### src/rtl/matmul_engine.sv
// Sequential matrix multiplier C = A x B using one multiply-accumulate lane.
// Ports: start/abort/config in; A/B read ports; C write port; busy/done/err/ovf.
module matmul_engine #(
  parameter int M      = 4,
  parameter int N      = 4,
  parameter int K      = 32,
  parameter int DATA_W = 8,
  parameter int OUT_W  = 16,
  parameter int ACC_W  = 2*DATA_W+$clog2(K)+1
) (
  input  logic                    clk,
  input  logic                    rst,
  input  logic                    start,
  input  logic                    abort,
  input  logic [$clog2(K+1)-1:0]  k_len,
  input  logic                    signed_en,
  input  logic                    sat_en,
  output logic [$clog2(M*K)-1:0]  a_addr,
  input  logic [DATA_W-1:0]       a_data,
  output logic [$clog2(K*N)-1:0]  b_addr,
  input  logic [DATA_W-1:0]       b_data,
  output logic                    c_we,
  output logic [$clog2(M*N)-1:0]  c_addr,
  output logic [OUT_W-1:0]        c_data,
  output logic                    busy,
  output logic                    done,
  output logic                    err,
  output logic                    ovf
);

  localparam int KL_W = $clog2(K+1);
  localparam int AA_W = $clog2(M*K);
  localparam int BA_W = $clog2(K*N);
  localparam int CA_W = $clog2(M*N);
  localparam int I_W  = (M > 1) ? $clog2(M) : 1;
  localparam int J_W  = (N > 1) ? $clog2(N) : 1;
  localparam int P_W  = 2*DATA_W;

  localparam logic signed [ACC_W-1:0] S_MAX = ACC_W'((2**(OUT_W-1))-1);
  localparam logic signed [ACC_W-1:0] S_MIN = ACC_W'(-(2**(OUT_W-1)));
  localparam logic signed [ACC_W-1:0] U_MAX = ACC_W'((2**OUT_W)-1);

  typedef enum logic [2:0] {IDLE, ISSUE, DRAIN, WRITE, FIN} state_t;

  state_t state_q, state_d;
  logic [I_W-1:0]  i_q, i_d;
  logic [J_W-1:0]  j_q, j_d;
  logic [KL_W-1:0] k_q, k_d;
  logic [KL_W-1:0] kl_q, kl_d;
  logic sgn_q, sgn_d;
  logic sat_q, sat_d;
  logic ovf_q, ovf_d;
  logic err_q, err_d;
  logic signed [ACC_W-1:0] acc_q, acc_d;

  logic signed [P_W-1:0]   prod_s;
  logic [P_W-1:0]          prod_u;
  logic signed [ACC_W-1:0] prod_x;
  logic signed [ACC_W-1:0] conv_x;
  logic [OUT_W-1:0]        conv;
  logic legal, last_k, last_el, ovf_hit;

  always_ff @(posedge clk or posedge rst) begin
    if (rst) begin
      state_q <= IDLE;
      i_q     <= '0;
      j_q     <= '0;
      k_q     <= '0;
      kl_q    <= '0;
      sgn_q   <= 1'b0;
      sat_q   <= 1'b0;
      ovf_q   <= 1'b0;
      err_q   <= 1'b0;
      acc_q   <= '0;
    end else begin
      state_q <= state_d;
      i_q     <= i_d;
      j_q     <= j_d;
      k_q     <= k_d;
      kl_q    <= kl_d;
      sgn_q   <= sgn_d;
      sat_q   <= sat_d;
      ovf_q   <= ovf_d;
      err_q   <= err_d;
      acc_q   <= acc_d;
    end
  end

  assign legal   = (k_len != '0) && (k_len <= KL_W'(K));
  assign last_k  = (k_q == kl_q - KL_W'(1));
  assign last_el = (i_q == I_W'(M-1)) && (j_q == J_W'(N-1));

  // Operands are widened per the latched mode so the sum never wraps.
  always_comb begin
    prod_s = $signed(a_data) * $signed(b_data);
    prod_u = a_data * b_data;
    if (sgn_q)
      prod_x = {{(ACC_W-P_W){prod_s[P_W-1]}}, prod_s};
    else
      prod_x = {{(ACC_W-P_W){1'b0}}, prod_u};
  end

  // Result conversion; ovf_hit flags any value change.
  always_comb begin
    conv = acc_q[OUT_W-1:0];
    if (sat_q) begin
      if (sgn_q) begin
        if (acc_q > S_MAX)      conv = S_MAX[OUT_W-1:0];
        else if (acc_q < S_MIN) conv = S_MIN[OUT_W-1:0];
      end else if (acc_q > U_MAX) begin
        conv = U_MAX[OUT_W-1:0];
      end
    end
    if (sgn_q)
      conv_x = {{(ACC_W-OUT_W){conv[OUT_W-1]}}, conv};
    else
      conv_x = {{(ACC_W-OUT_W){1'b0}}, conv};
    ovf_hit = (conv_x != acc_q);
  end

  always_comb begin
    state_d = state_q;
    case (state_q)
      IDLE:  if (start) state_d = legal ? ISSUE : DRAIN;
      ISSUE: if (last_k) state_d = DRAIN;
      // An illegal length spends its single busy cycle here.
      DRAIN: state_d = err_q ? FIN : WRITE;
      WRITE: state_d = last_el ? FIN : ISSUE;
      FIN:   state_d = IDLE;
      default: state_d = IDLE;
    endcase
    if (abort && state_q != IDLE) state_d = IDLE;
  end

  always_comb begin
    i_d   = i_q;
    j_d   = j_q;
    k_d   = k_q;
    kl_d  = kl_q;
    sgn_d = sgn_q;
    sat_d = sat_q;
    ovf_d = ovf_q;
    err_d = err_q;
    acc_d = acc_q;
    case (state_q)
      IDLE: begin
        if (start) begin
          kl_d  = k_len;
          sgn_d = signed_en;
          sat_d = sat_en;
          ovf_d = 1'b0;
          err_d = ~legal;
          acc_d = '0;
          i_d   = '0;
          j_d   = '0;
          k_d   = '0;
        end
      end
      ISSUE: begin
        if (k_q != '0) acc_d = acc_q + prod_x;
        k_d = k_q + KL_W'(1);
      end
      DRAIN: begin
        if (!err_q) acc_d = acc_q + prod_x;
      end
      WRITE: begin
        if (!abort) begin
          acc_d = '0;
          k_d   = '0;
          ovf_d = ovf_q | ovf_hit;
          if (j_q == J_W'(N-1)) begin
            j_d = '0;
            i_d = last_el ? '0 : i_q + I_W'(1);
          end else begin
            j_d = j_q + J_W'(1);
          end
        end
      end
      default: ;
    endcase
  end

  always_comb begin
    a_addr = AA_W'(int'(i_q) * K + int'(k_q));
    b_addr = BA_W'(int'(k_q) * N + int'(j_q));
    c_addr = CA_W'(int'(i_q) * N + int'(j_q));
    c_data = conv;
    c_we   = (state_q == WRITE) && !abort;
    done   = (state_q == FIN) && !abort;
    err    = (state_q == FIN) && !abort && err_q;
    busy   = (state_q == ISSUE) || (state_q == DRAIN) ||
             (state_q == WRITE);
    ovf    = ovf_q;
  end

endmodule

### config.mk
export PLATFORM = sky130hd
export DESIGN_NAME = matmul_engine
export DESIGN_NICKNAME = d
export VERILOG_FILES = /design/src/rtl/matmul_engine.sv
export SDC_FILE = /design/constraint.sdc
export NUM_CORES = 1
export LEC_CHECK = 0
export CAP_MARGIN = 15
export CORE_UTILIZATION = 35
export DETAILED_ROUTE_END_ITERATION = 6
export PLACE_DENSITY = 0.57
export SYNTH_ARGS = -nofsm -noshare
export SYNTH_HDL_FRONTEND = slang
export SYNTH_SLANG_ARGS = --single-unit
### constraint.sdc
create_clock -name clk -period 6.9 [get_ports clk]
set_clock_uncertainty 0.1 [all_clocks]
set_input_delay 1.38 -clock clk [delete_from_list [all_inputs] [get_ports clk]]
set_output_delay 1.38 -clock clk [all_outputs]
set_load 0.01 [all_outputs]
# Yosys cells after proc, flatten, opt, wreduce, memory -nomap -nowiden
# Cells that the tools add are included.
# word_totals
regBits,45
in_bits,28
output_inout_bits,39
word_cells,96
# op_classes
add_sub_neg,8
n_mul,2
n_lt_le_gt_ge,4
eq_ne,15
n_mux,33
bitwise,2
reduce_logical,22
# ops
operator,n
$mux W22,6
$pmux W22 S4,1
$mux W16,5
$mul A8 B8 Y16,2
$add A22 B22 Y22,1
$gt A22 B16 Y1 const B,1
$gt A22 B17 Y1 const B,1
$lt A22 B16 Y1 const B,1
$ne A22 B22 Y1,1
$pmux W6 S3,1
$mux W3,5
$mux W2,7
$mux W6,2
$pmux W3 S4,1
$reduce_bool A6 Y1,2
$ne A2 B2 Y1 const B,5
$pmux W2 S2,2
$add A7 B2 Y7,1
$add A7 B6 Y7,1
$add A6 B1 Y6 const B,1
$eq A3 B2 Y1 const B,2
$eq A6 B6 Y1,1
$le A6 B6 Y1 const B,1
$logic_and A1 B1 Y1,6
21 further kinds,29

# Logic depth before layout (Yosys ltp)
# Gate-level depths: netlist of the first run.
# logic_depth
word_depth,10
ltp_mapped,28

# Worst setup path after synthesis of the first run
# OpenSTA, ideal clock, no wires.
# synth_path
path_kind,input port to flip-flop
startpoint,input b_data[7]
endpoint,register acc_q[21]
setup_ps,128
arrival_time_ps,6948
path_slack_ps,-276
stages,28
n_path_buf,1
cell_sequence,clkbuf_1 -> nor2b_1 -> fa_1 -> inv_1 -> fa_1 -> inv_1 -> fa_1 -> inv_1 -> fa_1 -> inv_1 -> ha_1 -> a21oi_1 -> nor2b_1 -> o21a_1 -> o41ai_1 -> o21ai_0 -> xor2_1 -> nand2_1 -> o21ai_0 -> ha_1 -> a21o_1 -> a21oi_1 -> o21ai_0 -> a21oi_1 -> o21ai_0 -> xnor2_1 -> a21oi_1 -> o22ai_1
# synth_via
elab_chain_cells,5
word_cells_on_any_way,7
# synth_lines
element,line_no,text
start: declaration,21,"input logic [DATA_W-1:0] b_data,"
$mul A8 B8 Y16 (on tied branches),"96, 95",
$mux W22 *,97,if (sgn_q)
$add A22 B22 Y22 *,"160, 164",
$mux W22 (on tied branches),"164, 160",
$pmux W22 S4 *,145,case (state_q)
end signal: assignment,74,acc_q <= '0;
end signal: assignment,85,acc_q <= acc_d;
end: declaration,54,"logic signed [ACC_W-1:0] acc_q, acc_d;"
# Every way passes the cells marked *; elsewhere a longest branch is shown, timed or not. The select of a mux whose other input is x is not followed.
# A chain may end at the register's enable or synchronous reset.

# Worst setup path in the final report of the first run
# layout_path
startpoint,input a_data[6]
endpoint,register acc_q[21]
# layout_via
elab_chain_cells,5
word_cells_on_any_way,7
# layout_lines
element,line_no,text
start: declaration,19,"input logic [DATA_W-1:0] a_data,"
$mul A8 B8 Y16 (on tied branches),"96, 95",
$mux W22 *,97,
$add A22 B22 Y22 *,"160, 164",
$mux W22 (on tied branches),"164, 160",
$pmux W22 S4 *,145,
# Marks and branches as above.

==> summary.txt, run 1 <==
Place
  – DPL Wire Length: 15.6 mm
  – Pre-CTS WS: -870 ps
  – GP Congestion: 0.813
  – Buffers added on ports: 66

Timing
  – Final worst path period need: 6900 ps
  – Slew @ Worst Pin: 952 ps
  – Final worst slack: 4.31 ps
  – Slew Viols, Final: 0
  – FMAX: 0.145 GHz
  – Final setup viols: 0
  – Final period util: 99.9%
  – Max transition margin: 36.5%
  – Final hold vios: 0
  – RSZ-0062 raised after global routing: true

Setup path
  – Reg-to-Reg End: acc_q[14]
  – Worst r2r path cells: 12
  – Worst setup SP type: input port
  – Worst r2r src: sgn_q
  – Cell family with most CP delay: adder cells
  – Crit-path slowest cell: fa_1
  – Crit path required time: 6970 ps
  – R2R Setup Slk: 3450 ps
  – Worst-path fanout max: 4
  – CP Buf/Inv Count: 7
  – Most used cell, CP: fa_1
  – CP peak stage delay: 530 ps
  – Worst EP arrival: 6970 ps
  – Critical Path Source: a_data[6]
  – Worst setup EP type: register
  – Crit path kind: input port to register

Global routing
  – GRT overflow: 0
  – Met3 Track Usage GR: 1.52%
  – Number of global-route vias before repair: 6529
  – Met2 usage: 28.2%
  – Layer with the highest usage: met2
  – First-pass GRT wire length: 30.9 mm
  – Total GRT Usage: 17.1%
  – Antenna violations before repair: 0
  – Met1 global-route usage: 24.5%
  – Largest net degree at the start of global routing: 46

Clock tree
  – # clock sinks: 45
  – CTS Buf Count: 5
  – CTS Hold Bufs: 0
  – Root Driver: clkbuf_16
  – CTS clk-pin slew, worst paths: 60 ps
  – TritonCTS clock tree: done
  – Clk Latency, worst-skew pair: 290 ps
  – # H-tree levels: 2
  – Worst-case clock buffer depth: 2

Floorplan
  – Initial Util: 36.2%
  – Die width: 151 µm
  – Die Height: 151 µm
  – Rows: 53
  – Core area: 21400 µm²
  – Die Footprint: 22700 µm²
  – # IOs: 67

Logic synthesis
  – Post-synth EDFFs: 0
  – Syn Std Cell Area: 7720 µm²
  – Mean post-synth cell area: 8.40 µm²
  – Ys flop type: dfrtp_1
  – Mapped Cells: 920
  – Syn. warnings: 0
  – Asr flop ratio synth: 100%
  – Post-synth top area share: 22.3%
  – Post-synthesis sequential area ratio: 14.6%
  – Area leader, netlist: fa_1
  – Unique masters post-synth: 64
  – Syn Nets: 1120
  – Top cells by area, synth: fa_1, dfrtp_1, ha_1
  – Seq cells post-synth: 45

Outcome
  – Status: finished, final reports clean

Route
  – DRC: 0
  – Pre-Repair DR Iteration Count: 5
  – Post-detailed-route count of antenna-violating nets: 0
  – Wire per inst: 13.7 µm
  – Routed wire length: 18.9 mm
  – Initial drt markers: 227
  – Vias: 6692
  – Vias per cell: 4.84

Layout
  – Antenna Cells: 0
  – Most common cell after layout, fill and taps aside: inv_1
  – Layout cells sized above 1: 27.3%
  – # nets final: 1309
  – Commonest cells after routing, fill and taps aside: inv_1, buf_4, nand2_1
  – Area grow syn2layout: 34.9%
  – Post-layout util: 48.8%

Power
  – Maximum vdd drop: 0.220 mV
  – Leak: 5.09 nW
  – Power Dens Cells: 461 nW/µm²

Job
  – Max cap viols: 0

Min path
  – Worst min path class: register to register
  – Hold Path End: ovf
  – Worst Hold Launch: ovf
  – Hold Path Stages: 2
==> logic make-up after synthesis <==
logic type                 synth area share [%]
DFF                                        14.6
buffers and inverters                      10.8
muxes                                      1.59
xor gates and xnor gates                   5.90
AOI/OAI and AO/OA                          14.0
and+or+nand+nor                            16.9
adders and majority gates                  36.2
==> sequential cells by signal (all words and copies together), names as in the netlist <==
| register | flops |
|---|---|
| acc_q | 22 |
| k_q | 6 |
| kl_q | 6 |
| state_q | 3 |
| i_q | 2 |
| j_q | 2 |
| err_q | 1 |
| ovf | 1 |
| sat_q | 1 |
| sgn_q | 1 |
==> through the flow <==
stage               total power [mW]  instances  cell area (µm²)  setup TNS (ps)  hold slack (ps)
finish                          4.80       1384            10400               0              411
global route                    5.27       1384            10400            -962              463
CTS                             4.48       1378            10100               0              424
detailed placement              3.95       1363             9660           -7500              411
global placement                3.93       1363             9660           -7250              383
floorplan                       2.74        920             7830               0              401
==> area by class of cell <==
cell class / instances / area (µm²)
Tap cell: 275 / 344
Sequential cell: 45 / 1130
Fill cell: 2040 / 10900
Timing Repair Buffer: 213 / 1770
Clock buffer: 7 / 143
Inverter: 176 / 661
Multi-Input combinational cell: 668 / 6370
==> worst reg2reg max path: cells and delay by family (launching register included) <==
kind	cells	cell delay, ps
adders and majority gates	1	320
buffers and inverters	1	340
and+or+nand+nor	2	440
muxes	1	400
DFF	1	370
AOI/OAI and AO/OA	7	1370
==> repair_timing <==
| action | CTS | global route |
|---|---|---|
| pin swaps | 59 | 71 |
| setup endpoints to repair | 10 | 9 |
| setup buffers | 8 | 8 |
| resized for setup | 110 | 89 |
==> synthesized netlist by cell type (15+ instances only) <==
master,instances
a21oi_1,43
a22o_1,15
and2_1,44
dfrtp_1,45
fa_1,86
ha_1,86
inv_1,175
nand2_1,106
nor2_1,36
nor3_1,16
o21ai_0,43
xnor2_1,33
xor2_1,19
==> how the worst max path moves through the flow <==
stage	end	slack [ps]	cells past startpoint
after floorplan	acc_q[18]	10	26
after global placement	acc_q[15]	-840	28
after detailed placement	acc_q[21]	-870	30
after CTS	acc_q[17]	0.3	28
after global routing	acc_q[21]	-250	29
final	acc_q[21]	4	28
==> routing by layer <==
layer / routed length, µm / vias to the layer above
met2: 9300 / 87
met3: 500 / 14
li1: - / 3365
met5: 0 / -
met4: 167 / 0
met1: 8950 / 3226
==> power breakdown <==
group | switching, mW | internal, mW
clock network | 0.0998 | 0.142
logic | 2.01 | 2.09
registers | 0.117 | 0.343
Note: power is estimated with default switching activity, not from simulation.
==> run 2: changes to the inputs <==
--- a/config.mk
+++ b/config.mk
@@ -8,6 +8,7 @@
 export CAP_MARGIN = 15
 export CORE_UTILIZATION = 35
 export DETAILED_ROUTE_END_ITERATION = 6
+export GPL_ROUTABILITY_DRIVEN = 1
 export PLACE_DENSITY = 0.57
 export SYNTH_ARGS = -nofsm -noshare
 export SYNTH_HDL_FRONTEND = slang
==> results of run 2 <==
The final DEF is identical to that of run 1; final timing and power are the same.
